<file path="src/rtl/nv_nvdla_sdp_wdma_pkg.sv">
// Shared types and constants for the SDP write-DMA layer controller.
package nv_nvdla_sdp_wdma_pkg;

  typedef enum logic [1:0] {
    IDLE  = 2'd0,
    RUN   = 2'd1,
    DRAIN = 2'd2,
    DONE  = 2'd3
  } wdma_state_e;

  localparam int unsigned SDP_WDMA_EXP_W     = 18;
  // Line counters carry one extra bit so that the full 8192*32 = 2^18 product is representable.
  localparam int unsigned SDP_WDMA_CNT_W     = SDP_WDMA_EXP_W + 1;
  localparam int unsigned SDP_WDMA_MAX_OUTST = 32;

  // Expected number of write commands for a layer: (height+1)*(batch+1).
  function automatic logic [SDP_WDMA_CNT_W-1:0] calc_exp(input logic [12:0] height,
                                                         input logic [4:0]  batch);
    logic [SDP_WDMA_CNT_W-1:0] h1;
    logic [SDP_WDMA_CNT_W-1:0] b1;
    h1 = SDP_WDMA_CNT_W'(height) + SDP_WDMA_CNT_W'(1);
    b1 = SDP_WDMA_CNT_W'(batch) + SDP_WDMA_CNT_W'(1);
    calc_exp = SDP_WDMA_CNT_W'(h1 * b1);
  endfunction

endpackage

</file>
<file path="src/rtl/nv_nvdla_sdp_wdma_outst_cnt.sv">
// Outstanding write-command counter: +1 per command end, -1 per completion.
// Never wraps; a completion with nothing outstanding is dropped and flagged.
module nv_nvdla_sdp_wdma_outst_cnt
  import nv_nvdla_sdp_wdma_pkg::*;
#(
  parameter  int unsigned MAX_OUTST = SDP_WDMA_MAX_OUTST,
  localparam int unsigned CW        = $clog2(MAX_OUTST) + 1
) (
  input  logic clk_i,
  input  logic rst_i,
  input  logic inc_i,
  input  logic dec_i,
  output logic zero_o,
  output logic at_limit_o,
  output logic underflow_c_o
);

  logic [CW-1:0] cnt_q;
  logic [CW-1:0] cnt_d;

  // Next count; simultaneous inc and dec cancel, both ends saturate.
  always_comb begin
    cnt_d = cnt_q;
    if (inc_i && !dec_i && (cnt_q != '1)) begin
      cnt_d = cnt_q + CW'(1);
    end else if (dec_i && !inc_i && (cnt_q != '0)) begin
      cnt_d = cnt_q - CW'(1);
    end
  end

  // Counter register.
  always_ff @(posedge clk_i or posedge rst_i) begin
    if (rst_i) begin
      cnt_q <= '0;
    end else begin
      cnt_q <= cnt_d;
    end
  end

  assign zero_o        = (cnt_q == '0);
  assign at_limit_o    = (cnt_q >= CW'(MAX_OUTST));
  assign underflow_c_o = dec_i & ~inc_i & (cnt_q == '0);

endmodule

</file>
<file path="src/rtl/nv_nvdla_sdp_wdma_layer_ctrl.sv">
// Layer sequencer for the SDP write-DMA path: arms on op_load, counts command
// ends against the layer geometry, throttles on outstanding completions and
// signals layer done plus interrupt.
// Optional stall counter output enabled by NVDLA_SDP_WDMA_PERF_EN.
module nv_nvdla_sdp_wdma_layer_ctrl
  import nv_nvdla_sdp_wdma_pkg::*;
#(
  parameter int unsigned MAX_OUTST = SDP_WDMA_MAX_OUTST
) (
  input  logic        nvdla_core_clk,
  input  logic        nvdla_core_rst,
  input  logic        op_load,
  input  logic [12:0] reg2dp_height,
  input  logic [4:0]  reg2dp_batch_number,
  input  logic        reg2dp_interrupt_ptr,
  input  logic        dma_wr_req_vld,
  input  logic        dma_wr_req_rdy,
  input  logic        dma_wr_req_last,
  input  logic        dma_wr_rsp_complete,
  output logic        dat_en,
  output logic        dma_wr_cmd_allow,
  output logic        dp2reg_done,
  output logic        dp2reg_status_unequal,
  output logic        intr_req_pvld,
`ifdef NVDLA_SDP_WDMA_PERF_EN
  output logic [31:0] dp2reg_wdma_stall_cnt,
`endif
  output logic        intr_req_ptr
);

  wdma_state_e               state_q;
  wdma_state_e               state_d;
  logic [SDP_WDMA_CNT_W-1:0] exp_q;
  logic [SDP_WDMA_CNT_W-1:0] done_cnt_q;
  logic [SDP_WDMA_CNT_W-1:0] done_cnt_d;
  logic                      ptr_q;
  logic                      unequal_q;
  logic                      unequal_d;
  logic                      in_cmd_q;
  logic                      in_cmd_d;
  logic                      accept;
  logic                      cmd_end;
  logic                      load_ok;
  logic                      last_cmd;
  logic                      outst_zero;
  logic                      outst_at_limit;
  logic                      outst_udf;

  assign accept   = dma_wr_req_vld & dma_wr_req_rdy;
  assign cmd_end  = accept & dma_wr_req_last;
  assign load_ok  = op_load & (state_q == IDLE);
  assign last_cmd = cmd_end & ((done_cnt_q + SDP_WDMA_CNT_W'(1)) == exp_q);

  nv_nvdla_sdp_wdma_outst_cnt #(
    .MAX_OUTST (MAX_OUTST)
  ) u_outst (
    .clk_i         (nvdla_core_clk),
    .rst_i         (nvdla_core_rst),
    .inc_i         (cmd_end),
    .dec_i         (dma_wr_rsp_complete),
    .zero_o        (outst_zero),
    .at_limit_o    (outst_at_limit),
    .underflow_c_o (outst_udf)
  );

  // State register.
  always_ff @(posedge nvdla_core_clk or posedge nvdla_core_rst) begin
    if (nvdla_core_rst) begin
      state_q <= IDLE;
    end else begin
      state_q <= state_d;
    end
  end

  // Next-state logic.
  always_comb begin
    state_d = state_q;
    unique case (state_q)
      IDLE:    if (op_load) state_d = RUN;
      RUN:     if (last_cmd) state_d = DRAIN;
      DRAIN:   if (outst_zero) state_d = DONE;
      DONE:    state_d = IDLE;
      default: state_d = IDLE;
    endcase
  end

  // Outputs decoded from the state and counter registers.
  always_comb begin
    dat_en                = (state_q == RUN);
    dma_wr_cmd_allow      = (state_q == RUN) & (in_cmd_q | ~outst_at_limit);
    dp2reg_done           = (state_q == DONE);
    intr_req_pvld         = (state_q == DONE);
    dp2reg_status_unequal = unequal_q;
    intr_req_ptr          = ptr_q;
  end

  // Next values of the layer bookkeeping; a violation in the load cycle still sticks.
  always_comb begin
    done_cnt_d = done_cnt_q;
    unequal_d  = unequal_q;
    in_cmd_d   = in_cmd_q;
    if (load_ok) begin
      done_cnt_d = '0;
    end else if ((state_q == RUN) && cmd_end) begin
      done_cnt_d = done_cnt_q + SDP_WDMA_CNT_W'(1);
    end
    if (load_ok) begin
      unequal_d = 1'b0;
    end
    if (outst_udf || (accept && (state_q != RUN)) || (op_load && (state_q != IDLE))) begin
      unequal_d = 1'b1;
    end
    if (cmd_end) begin
      in_cmd_d = 1'b0;
    end else if (accept) begin
      in_cmd_d = 1'b1;
    end
  end

  // Layer bookkeeping registers.
  always_ff @(posedge nvdla_core_clk or posedge nvdla_core_rst) begin
    if (nvdla_core_rst) begin
      exp_q      <= '0;
      done_cnt_q <= '0;
      ptr_q      <= 1'b0;
      unequal_q  <= 1'b0;
      in_cmd_q   <= 1'b0;
    end else begin
      if (load_ok) begin
        exp_q <= calc_exp(reg2dp_height, reg2dp_batch_number);
        ptr_q <= reg2dp_interrupt_ptr;
      end
      done_cnt_q <= done_cnt_d;
      unequal_q  <= unequal_d;
      in_cmd_q   <= in_cmd_d;
    end
  end

`ifdef NVDLA_SDP_WDMA_PERF_EN
  logic [31:0] stall_q;
  logic [31:0] stall_d;

  // Saturating count of RUN cycles where the port back-pressures valid data.
  always_comb begin
    stall_d = stall_q;
    if (load_ok) begin
      stall_d = '0;
    end else if ((state_q == RUN) && dma_wr_req_vld && !dma_wr_req_rdy && (stall_q != '1)) begin
      stall_d = stall_q + 32'(1);
    end
  end

  // Stall counter register.
  always_ff @(posedge nvdla_core_clk or posedge nvdla_core_rst) begin
    if (nvdla_core_rst) begin
      stall_q <= '0;
    end else begin
      stall_q <= stall_d;
    end
  end

  assign dp2reg_wdma_stall_cnt = stall_q;
`endif

endmodule

</file>
<file path="config.mk">
export PLATFORM = sky130hd
export DESIGN_NAME = nv_nvdla_sdp_wdma_layer_ctrl
export DESIGN_NICKNAME = d
export VERILOG_FILES = /design/src/rtl/nv_nvdla_sdp_wdma_pkg.sv /design/src/rtl/nv_nvdla_sdp_wdma_outst_cnt.sv /design/src/rtl/nv_nvdla_sdp_wdma_layer_ctrl.sv
export SDC_FILE = /design/constraint.sdc
export NUM_CORES = 1
export LEC_CHECK = 0
export ABC_AREA = 0
export CORE_ASPECT_RATIO = 1.25
export CORE_UTILIZATION = 60
export DETAILED_ROUTE_END_ITERATION = 16
export GPL_ROUTABILITY_DRIVEN = 0
export PLACE_DENSITY = 0.8
export SETUP_SLACK_MARGIN = 0.05
export SLEW_MARGIN = 20
export SYNTH_ARGS = -nofsm -noshare
export SYNTH_HDL_FRONTEND = slang
export SYNTH_HIERARCHICAL = 1
export SYNTH_SLANG_ARGS = --single-unit
</file>
<file path="constraint.sdc">
create_clock -name nvdla_core_clk -period 2.9 [get_ports nvdla_core_clk]
set_input_delay 0.87 -clock nvdla_core_clk [delete_from_list [all_inputs] [get_ports nvdla_core_clk]]
set_output_delay 0.87 -clock nvdla_core_clk [all_outputs]
set_load 0.01 [all_outputs]
</file>
==> key figures <==
Global route
  • Number of global-route vias before repair: 5999
  • Initial antenna violation count: 0
  • Global route overflow: 0
  • Tot GR Track Use: between 30% and 40%
  • Largest net degree at the start of global routing: 44
  • First-pass GRT wire length: between 20000 and 30000 um

Critical path
  • Startpoint types: input port
  • CP peak stage delay: ~0.59 ns
  • Max FO, Critical Path: 6
  • Endpoint class of the critical path: flop
  • Worst path depth: 19
  • Cell repeated most along the worst path: fa_1
  • CP Cell Sequence: buf_12, ha_4, nand3_4, nor2_4, nand3_4, xor2_4, buf_6, or2_4, fa_1, fa_1, fa_1, inv_2, ha_4, buf_6, and3_4, buf_4, a211oi_4, xor2_1, o21ai_1
  • Worst R2R Path Depth: 11
  • Worst setup path class: in2reg
  • Crit path required time: 3.06 ns
  • Crit-path slowest cell: fa_1
  • CP Data Arrival Time: between 5 and 6 ns
  • CP top delay family: adder cells
  • CP bufs+invs: 5

STA
  • Clock skew: 0.00812 ns
  • Max Freq: around 200 MHz
  • Tmin final: about 5 ns
  • Worst Hold Slack: ~0.5 ns
  • Worst Tran Pin Value: ~0.55 ns
  • Max-slew violation count: 0
  • Setup violators final: 15
  • Fin. Hold Viols: 0
  • Worst slew margin: between 60% and 70%
  • Tcrit/Tclk final: 170%
  • RSZ-0062 raised after global routing: true
  • Fin worst setup slack: -2.04 ns

Floorplanning
  • DIE WIDTH: 89.6 um
  • Site Rows: 39
  • Core area: about 9200 um^2
  • # IOs: 32
  • Die Ht: around 110 um
  • Die Footprint: roughly 10000 um^2
  • Initial core utilization: 62.4%

Clock tree
  • CTS H-tree depth: 2
  • CTS Root Cell: clkbuf_16
  • Sink Count: 49
  • CTS Hold Bufs: 0
  • TritonCTS clock tree: built
  • CTS max path bufs: 2
  • Clk Latency, worst-skew pair: roughly 0.30 ns
  • CTS clk-pin slew, worst paths: approximately 0.070 ns
  • TritonCTS Buffers: 5

Synthesis
  • Yosys top cell area share: about a fifth
  • Synthesized area: between 5000 and 6000 um^2
  • Distinct cells, synth: 68
  • Largest cells by area after synthesis: dfrtp_1 21%, fa_1 17%, ha_1 8.3%, nor2_1 6.3%, xnor2_1 5.5%
  • Synth warnings: 6
  • Synthesized flop and latch total: ~50
  • EDFF count, synth: 0
  • Synth Area per Inst: approximately 8.5 um^2
  • FFs w/ async S/R, synth: 100%
  • Syn_nets: approximately 790
  • Sequential area share after synthesis: 21.3%
  • Ys flop type: dfrtp_1
  • Syn Inst Count: 674
  • Top cell type by total area after synthesis: dfrtp_1

Power
  • Pwr/cell area: 607 nW/um^2
  • Power, Total: 5.14 mW
  • Maximum vdd ir drop: 0.000309 V
  • Leakage: 3.92 nW

Cells and area
  • Ant diodes: 0
  • P&R area growth vs syn: 47.3%
  • Final non-filler cell total: 958
  • Util after Layout: between 90% and 100%
  • Share of cells above drive strength 1: a little over 40%
  • Fin nets: ~950

Route
  • Via/cell ratio: around 6.3
  • Drt pass-1 iters: 7
  • DR DRC count: 0
  • Wire length after detailed routing: between 20000 and 25000 um
  • DR iter-0 viols: between 500 and 600
  • Drt wl/cell: 21.9 um
  • Via count: 6032
  • Routed Antenna Nets: 0

Run status
  • Status: finished with violations
  • Failing checks: setup timing

Place
  • Port-buffer cells: 31
  • Hpwl dp: about 11000 um
  • Placed cell count: 909

Min path
  • Hold path depth: 2
  • Hold Path Class: reg2reg

Flow run
  • Max_cap viols: 0
-- routing by layer --
| metal | routed length [um] | GRT usage, % | vias to the layer above |
|---|---|---|---|
| met5 | 0 | 0 | - |
| met4 | 1790 | 18.0 | 0 |
| met3 | 1280 | 5.11 | 172 |
| met2 | 10900 | 65.9 | 398 |
| met1 | 7020 | 35.7 | 2939 |
| li1 | - | - | 2523 |
-- cell usage after synthesis (3+ instances only) --
| cell | count |
|---|---|
| and3_1 | 8 |
| xor2_1 | 35 |
| ha_1 | 38 |
| nand2_1 | 63 |
| buf_4 | 3 |
| mux2_2 | 4 |
| a21o_1 | 6 |
| and2_1 | 3 |
| mux2i_1 | 4 |
| o21ai_0 | 26 |
| nand2b_1 | 7 |
| nor2_1 | 96 |
| dfrtp_1 | 49 |
| or2_2 | 13 |
| a21oi_1 | 17 |
| and4_1 | 3 |
| clkbuf_1 | 13 |
| fa_1 | 49 |
| a211oi_1 | 7 |
| nand3_1 | 27 |
| xnor2_1 | 36 |
| inv_1 | 81 |
| nor3b_1 | 3 |
| nor3_1 | 11 |
| or3_1 | 6 |
| buf_2 | 5 |
| nor2b_1 | 3 |
| nand4_1 | 5 |
-- worst min-delay path, delay by kind of cell (launching register included) --
| family | cells | cell delay (ns) |
|---|---|---|
| flip-flops | 1 | 0.35 |
| AND/OR/NAND/NOR | 2 | 0.11 |
-- repair_timing --
action,4_1_cts,5_1_grt
setup buffers,21,22
resized for setup,143,85
endpoints found under the setup margin,21,20
pin swaps,74,83
-- cell type report --
class	instances	area, um^2
Clock buffer	6	129
Clock inverter	2	38.8
Fill cell	309	749
Inverter	82	309
Multi-Input combinational cell	520	5120
Sequential cell	49	1230
Tap cell	123	154
Timing Repair Buffer	176	1490
-- through the flow --
stage,setup slack [ns],TNS (ns),area (um^2)
3_3_place_gp,-2.52,-33.78,7280
6_report,-2.04,-23.14,8470
2_1_floorplan,-1.75,-19.52,6160
4_1_cts,-1.80,-19.97,7940
5_1_grt,-2.19,-25.01,8470
3_5_place_dp,-2.61,-35.33,7280
-- where the power goes --
part           leakage (nW)  total, mW  switching, mW  internal (mW)
Clock                0.0810      0.672          0.263          0.409
Sequential            0.646      0.874          0.114          0.760
Combinational          3.20       3.59           1.80           1.79
Total                  3.92       5.14           2.18           2.96
-- cell usage in the layout (no fill, tap or decap), types with 7 or more instances in the layout --
master	count
inv_2	14
nand3_1	14
nand2_1	57
fa_1	47
ha_4	19
nand3_4	7
nor2_1	67
dfrtp_1	48
ha_1	18
o21ai_1	13
a21oi_1	11
or2_4	10
o21ai_0	9
buf_6	28
clkdlybuf4s50_1	10
buf_4	121
nor3_1	7
xnor2_1	24
xor2_1	28
dlygate4sd2_1	7
nor2_2	25
inv_1	66
-- flip-flops by register name (all words and copies together), names as in the netlist --
register / count
dp2reg_status_unequal: 1
state_q: 2
exp_q: 19
u_outst/cnt_q: 6
in_cmd_q: 1
done_cnt_q: 19
intr_req_ptr: 1
-- cell families (layout without fill, tap and decap cells) --
logic type                 Yosys count  in the layout  share of synthesized area (%)
and+or+nand+nor                    267            267                           23.1
DFF                                 49             49                           21.3
xor gates and xnor gates            71             71                           10.8
AOI/OAI and AO/OA                   86             86                           10.5
muxes                                9              9                           1.74
adders and majority gates           87             87                           25.3
buffers and inverters              105            266                           7.25
-- final timing paths --
check	start	slack (ns)	endpoint
max	reg2dp_height[1]	-2.04	exp_q[16]
min	intr_req_ptr	0.50	intr_req_ptr
max reg2reg	u_outst/cnt_q[5]	0.16	state_q[1]
min reg2reg	intr_req_ptr	0.50	intr_req_ptr
max in group asynchronous	nvdla_core_rst	1.46	done_cnt_q[5]
min in group asynchronous	nvdla_core_rst	0.85	u_outst/cnt_q[3]
(Power assumes the default switching activity.)
